## src/rtl/player_controller.sv

```systemverilog
// Player character controller: frame-paced horizontal movement and a three-phase
// attack sequence (startup / active / recovery) exposed for rendering and hit tests.
module player_controller #(
    parameter int unsigned SCREEN_W        = 640,
    parameter int unsigned CHAR_W          = 32,
    parameter int unsigned CHAR_H          = 64,
    parameter int unsigned GROUND_Y        = 352,
    parameter int unsigned START_X         = 64,
    parameter int unsigned MOVE_STEP       = 2,
    parameter int unsigned STARTUP_FRAMES  = 5,
    parameter int unsigned ACTIVE_FRAMES   = 3,
    parameter int unsigned RECOVERY_FRAMES = 8,
    parameter logic [7:0]  BODY_COLOR      = 8'hE0
) (
    input  logic       clk,
    input  logic       rst,
    input  logic       frame_tick,
    input  logic       btn_left,
    input  logic       btn_right,
    input  logic       btn_attack,
    output logic [9:0] char_x_pos,
    output logic [9:0] char_y_pos,
    output logic [9:0] char_width,
    output logic [9:0] char_height,
    output logic [7:0] char_color_332,
    output logic [1:0] attack_phase,
    output logic       hit_window
);

    typedef enum logic [1:0] {
        PH_IDLE     = 2'b00,
        PH_STARTUP  = 2'b01,
        PH_ACTIVE   = 2'b10,
        PH_RECOVERY = 2'b11
    } phase_e;

    localparam logic [10:0] X_MAX      = 11'(SCREEN_W - CHAR_W);
    localparam logic [10:0] STEP_11    = 11'(MOVE_STEP);
    localparam logic [9:0]  X_RESET    = 10'(START_X);
    localparam logic [7:0]  CNT_START  = 8'(STARTUP_FRAMES - 1);
    localparam logic [7:0]  CNT_ACTIVE = 8'(ACTIVE_FRAMES - 1);
    localparam logic [7:0]  CNT_RECOV  = 8'(RECOVERY_FRAMES - 1);

    phase_e      phase_q, phase_d;
    logic [7:0]  cnt_q, cnt_d;
    logic [9:0]  x_q, x_d;
    logic        attack_prev_q, attack_prev_d;
    logic        hit_q, hit_d;

    logic        press_s;
    logic [10:0] x_ext_s;
    logic [10:0] x_right_s;
    logic [9:0]  x_move_s;

    assign press_s = btn_attack & ~attack_prev_q;
    assign x_ext_s = {1'b0, x_q};
    assign x_right_s = x_ext_s + STEP_11;

    // Candidate position from the direction buttons, saturating at both screen edges.
    always_comb begin
        x_move_s = x_q;
        if (btn_left && !btn_right) begin
            if (x_ext_s < STEP_11) begin
                x_move_s = 10'd0;
            end else begin
                x_move_s = 10'(x_ext_s - STEP_11);
            end
        end else if (btn_right && !btn_left) begin
            if (x_right_s > X_MAX) begin
                x_move_s = 10'(X_MAX);
            end else begin
                x_move_s = 10'(x_right_s);
            end
        end else begin
            x_move_s = x_q;
        end
    end

    // Next-state logic: attack sequencer and movement, advanced only on frame ticks.
    always_comb begin
        phase_d       = phase_q;
        cnt_d         = cnt_q;
        x_d           = x_q;
        attack_prev_d = attack_prev_q;
        if (frame_tick) begin
            attack_prev_d = btn_attack;
            case (phase_q)
                PH_IDLE: begin
                    if (press_s) begin
                        phase_d = PH_STARTUP;
                        cnt_d   = CNT_START;
                    end else begin
                        x_d = x_move_s;
                    end
                end
                PH_STARTUP: begin
                    if (cnt_q != 8'd0) begin
                        cnt_d = cnt_q - 8'd1;
                    end else begin
                        phase_d = PH_ACTIVE;
                        cnt_d   = CNT_ACTIVE;
                    end
                end
                PH_ACTIVE: begin
                    if (cnt_q != 8'd0) begin
                        cnt_d = cnt_q - 8'd1;
                    end else begin
                        phase_d = PH_RECOVERY;
                        cnt_d   = CNT_RECOV;
                    end
                end
                PH_RECOVERY: begin
                    if (cnt_q != 8'd0) begin
                        cnt_d = cnt_q - 8'd1;
                    end else begin
                        phase_d = PH_IDLE;
                        cnt_d   = 8'd0;
                    end
                end
                default: begin
                    phase_d = PH_IDLE;
                    cnt_d   = 8'd0;
                end
            endcase
        end else begin
            attack_prev_d = attack_prev_q;
        end
        // Registered alongside the phase so it never lags or leads attack_phase.
        hit_d = (phase_d == PH_ACTIVE);
    end

    // State register with synchronous reset overriding any coincident tick.
    always_ff @(posedge clk) begin
        if (rst) begin
            phase_q       <= PH_IDLE;
            cnt_q         <= 8'd0;
            x_q           <= X_RESET;
            attack_prev_q <= 1'b0;
            hit_q         <= 1'b0;
        end else begin
            phase_q       <= phase_d;
            cnt_q         <= cnt_d;
            x_q           <= x_d;
            attack_prev_q <= attack_prev_d;
            hit_q         <= hit_d;
        end
    end

    assign char_x_pos     = x_q;
    assign attack_phase   = phase_q;
    assign hit_window     = hit_q;
    assign char_y_pos     = 10'(GROUND_Y);
    assign char_width     = 10'(CHAR_W);
    assign char_height    = 10'(CHAR_H);
    assign char_color_332 = BODY_COLOR;

endmodule

```

## config.mk

```make
export PLATFORM = sky130hd
export DESIGN_NAME = player_controller
export DESIGN_NICKNAME = d
export VERILOG_FILES = /design/src/rtl/player_controller.sv
export SDC_FILE = /design/constraint.sdc
export NUM_CORES = 1
export LEC_CHECK = 0
export ABC_CLOCK_PERIOD_IN_PS = 4000
export CAP_MARGIN = 20
export CELL_PAD_IN_SITES_DETAIL_PLACEMENT = 0
export CELL_PAD_IN_SITES_GLOBAL_PLACEMENT = 2
export CORE_ASPECT_RATIO = 0.6
export CORE_MARGIN = 4
export CORE_UTILIZATION = 25
export DETAILED_ROUTE_END_ITERATION = 8
export PLACE_DENSITY_LB_ADDON = 0.05
export SYNTH_ARGS = -nofsm -noshare
export SYNTH_HDL_FRONTEND = slang
export SYNTH_SLANG_ARGS = --single-unit
```

## constraint.sdc

```tcl
create_clock -name clk -period 4 [get_ports clk]
set_clock_uncertainty 0.15 [all_clocks]
set_input_delay 0.8 -clock clk [delete_from_list [all_inputs] [get_ports clk]]
set_output_delay 0.8 -clock clk [all_outputs]
set_load 0.02 [all_outputs]
```

==> metrics.md <==
| Metric | Value |
|---|---|
| HP Class | reg2reg |
| Hold Fails Final Rpt | 0 |
| Final worst setup slack | around 1100 ps |
| Min Tclk post-route | roughly 2900 ps |
| FILL cells | just over 800 |
| Leading area contributor after synthesis | dfxtp_1 |
| R2r startpoint | char_x_pos[2]$_SDFFE_PP0P_ |
| Worst Setup Path Type | reg2reg |
| R2R setup slack | around 1100 ps |
| Mapped Area | around 1900 um^2 |
| Fmax | 0.344 GHz |
| Crit path largest cell delay | 560 ps |
| Dpl ws | 977 ps |
| Outcome | finished clean |
| # diodes | 0 |
| Total chip power | 0.000767 W |
| Sequential share of the synthesized area | approximately 22% |
| DR vias/cell | approximately 4.5 |
| Peak supply drop | between 0.00015 and 0.0002 V |
| Synth Warn # | 0 |
| Max-cap violations | 0 |
| CP Data Required Time | ~4000 ps |
| Syn Area/Cell | ~7.6 um^2 |
| Post-DP HPWL | ~4000 um |
| CP Max Fanout | 9 |
| Clock Pin Slew Worst Setup and Hold Paths | approximately 60 ps |
| Vias in the first global route | approximately 1,400 |
| # IOs | 57 |
| Crit path capture type | register |
| Area Growth Syn to Fin | 9.71% |
| DR pass1 iterations | 4 |
| Row cnt | 24 |
| Crit-path cells | ha_1 > nand3_1 > or3_2 > a32oi_2 > and4b_4 > nor3_2 > o31a_1 |
| Die width | between 100 and 150 um |
| Synth top area share | between 20% and 30% |
| Arr. time, crit path | 2890 ps |
| Placer's final routability congestion estimate | 0.806 |
| Final setup TNS | 0 ps |
| Pleak | 0.773 nW |
| Starting DRT DRC Count | between 80 and 90 |
| Slew margin rel. | 48.3% |
| Power per Cell Area | 366 nW/um^2 |
| Via Count | 1,656 |
| Htree depth | 1 |
| Unrepaired setup endpoints after global routing | no |
| Post-CTS sizing | 0 |
| TritonCTS buffer count | 3 |
| Congestion Overflow GR | 0 |
| Largest net degree at the start of global routing | 19 |
| Hold path depth | 2 |
| Ys flop type | dfxtp_1 |
| Clk Latency, worst-skew pair | 250 ps |
| DR WL/cell | roughly 14 um |
| Initial core utilization | between 20% and 30% |
| Global-route wire length before repair | around 8000 um |
| Initial antenna violation count | 0 |
| Detail Route Antenna Nets | 0 |
| Final setup viols | 0 |
| FFs w/ async S/R, synth | 0% |
| Sink Count | 21 |
| HP Start | cnt_q[1]$_SDFFE_PP0P_ |
| Clock Path Buffers | 2 |
| CP max stage cell | dfxtp_1 |
| Area contributors post-synth | dfxtp_1 (22%), buf_4 (17%), a21oi_1 (5.2%), nand2_1 (4.7%), nor2_1 (4.5%) |
| Fin. max-slew vios | 0 |
| Drt drc | 0 |
| Post-synth cell types | 57 |
| Worst r2r dst | char_x_pos[9]$_SDFFE_PP0P_ |
| Area of the die | between 9000 and 10,000 um^2 |
| Post-Syn Instances | 252 |
| Total routed wirelength | ~5200 um |
| Hold EP | cnt_q[1]$_SDFFE_PP0P_ |
| Hold buffers post-CTS | 0 |
| Crit share post-route | between 70% and 80% |
| Die H | between 70 and 80 um |
| Critical Path Start Type | register |
| Post-CTS Repair Setup Buffers | 0 |
| Post-synth EDFFs | 0 |
| NumNets Final | approximately 270 |
| Core area | ~7300 um^2 |
| Worst-Margin Slew | roughly 770 ps |
| Worst r2r path cells | 7 |
| Share of cells above drive strength 1 | 7.66% |
| Clock tree from TritonCTS | done |
| Seq cells post-synth | 21 |
| Port bufs | 17 |
| Total GRT Usage | a little under an eighth |
| Root Buffer | clkbuf_16 |
## routing by layer
metal / track usage (%) / vias to the layer above / routed length (um)
li1: - / 844 / -
met1: 19.1 / 748 / 2900
met2: 14.0 / 62 / 1860
met3: 2.82 / 2 / 453
met4: 0.754 / 0 / 13
met5: 0 / - / 0
## worst max-delay path by stage
stage	start	end	cells past startpoint
final	char_x_pos[2]$_SDFFE_PP0P_	char_x_pos[9]$_SDFFE_PP0P_	7
after global routing	char_x_pos[2]$_SDFFE_PP0P_	char_x_pos[9]$_SDFFE_PP0P_	7
after CTS	char_x_pos[2]$_SDFFE_PP0P_	char_x_pos[9]$_SDFFE_PP0P_	7
after detailed placement	btn_right	char_x_pos[4]$_SDFFE_PP0P_	9
after global placement	btn_right	char_x_pos[4]$_SDFFE_PP0P_	9
after floorplan	char_x_pos[2]$_SDFFE_PP0P_	char_x_pos[5]$_SDFFE_PP0P_	7
## power by group
group          switching (W)  internal, W
clock              0.0000795     0.000136
sequential         0.0000419     0.000232
combinational       0.000175     0.000103
## per-stage QoR
step / hold WS, ps / instance area (um^2) / instances / util, %
final: 340 / 2090 / 365 / 28.6
after global routing: 382 / 2090 / 365 / 28.6
after CTS: 345 / 2090 / 365 / 28.6
after detailed placement: 335 / 2010 / 361 / 27.5
after global placement: 323 / 2010 / 361 / 27.5
after floorplan: 309 / 2050 / 289 / -
## cell type report
class	count	area (um^2)	share of cell area (%)
inverter	9	33.8	1.61
multi-input combinational	206	1230	58.8
sequential	21	420	20.1
timing repair buffer	21	200	9.56
tap	104	130	6.22
clock buffer	4	78.8	3.77
## state kept, by name, summed over array words and instances, names as in the netlist
name,count
attack_phase,2
hit_window,1
attack_prev_q,1
cnt_q,8
char_x_pos,9
## logic make-up after synthesis
family	after synthesis	synth area share, %
adder cells (fa/ha/maj)	5	3.28
flip-flops	21	22.0
AND/OR/NAND/NOR	91	27.0
XOR/XNOR	9	4.13
multiplexers	3	1.57
other	2	0.394
AO/OA/AOI/OAI	59	20.8
buffers and inverters	62	20.8
## worst max-delay path: cells and delay by family (launching register included)
family | cells | cell delay (ps)
AOI/OAI and AO/OA | 2 | 550
adders and majority gates | 1 | 420
DFF | 1 | 560
and+or+nand+nor | 4 | 1100
## Yosys cell counts (3+ instances only)
master and instances:
o22ai_1 3, nor2_1 23, buf_2 4, o31a_1 3
a21oi_1 20, nand3_1 9, nand2_1 24, dfxtp_1 21
o21ai_1 8, o21ai_0 5, xor2_1 4, inv_1 9
a31oi_1 4, ha_1 5, or4_1 4, nor4_1 3
clkbuf_1 6, mux2i_1 3, xnor2_1 5, buf_4 42
## cell usage in the layout, fill, tap and decap left out, drive strengths merged, types with 4 or more instances in the layout
cell and n:
or3 4, buf 4, xor2 4, o21ai 13
a31oi 4, xnor2 5, nand3 9, ha 5
nand2 24, dfxtp 21, nor4 4, conb 39
clkdlybuf4s50 17, inv 9, or4 4, a21oi 20
nor2 23, clkbuf 4
No activity file was read; power rests on OpenSTA's default activity.
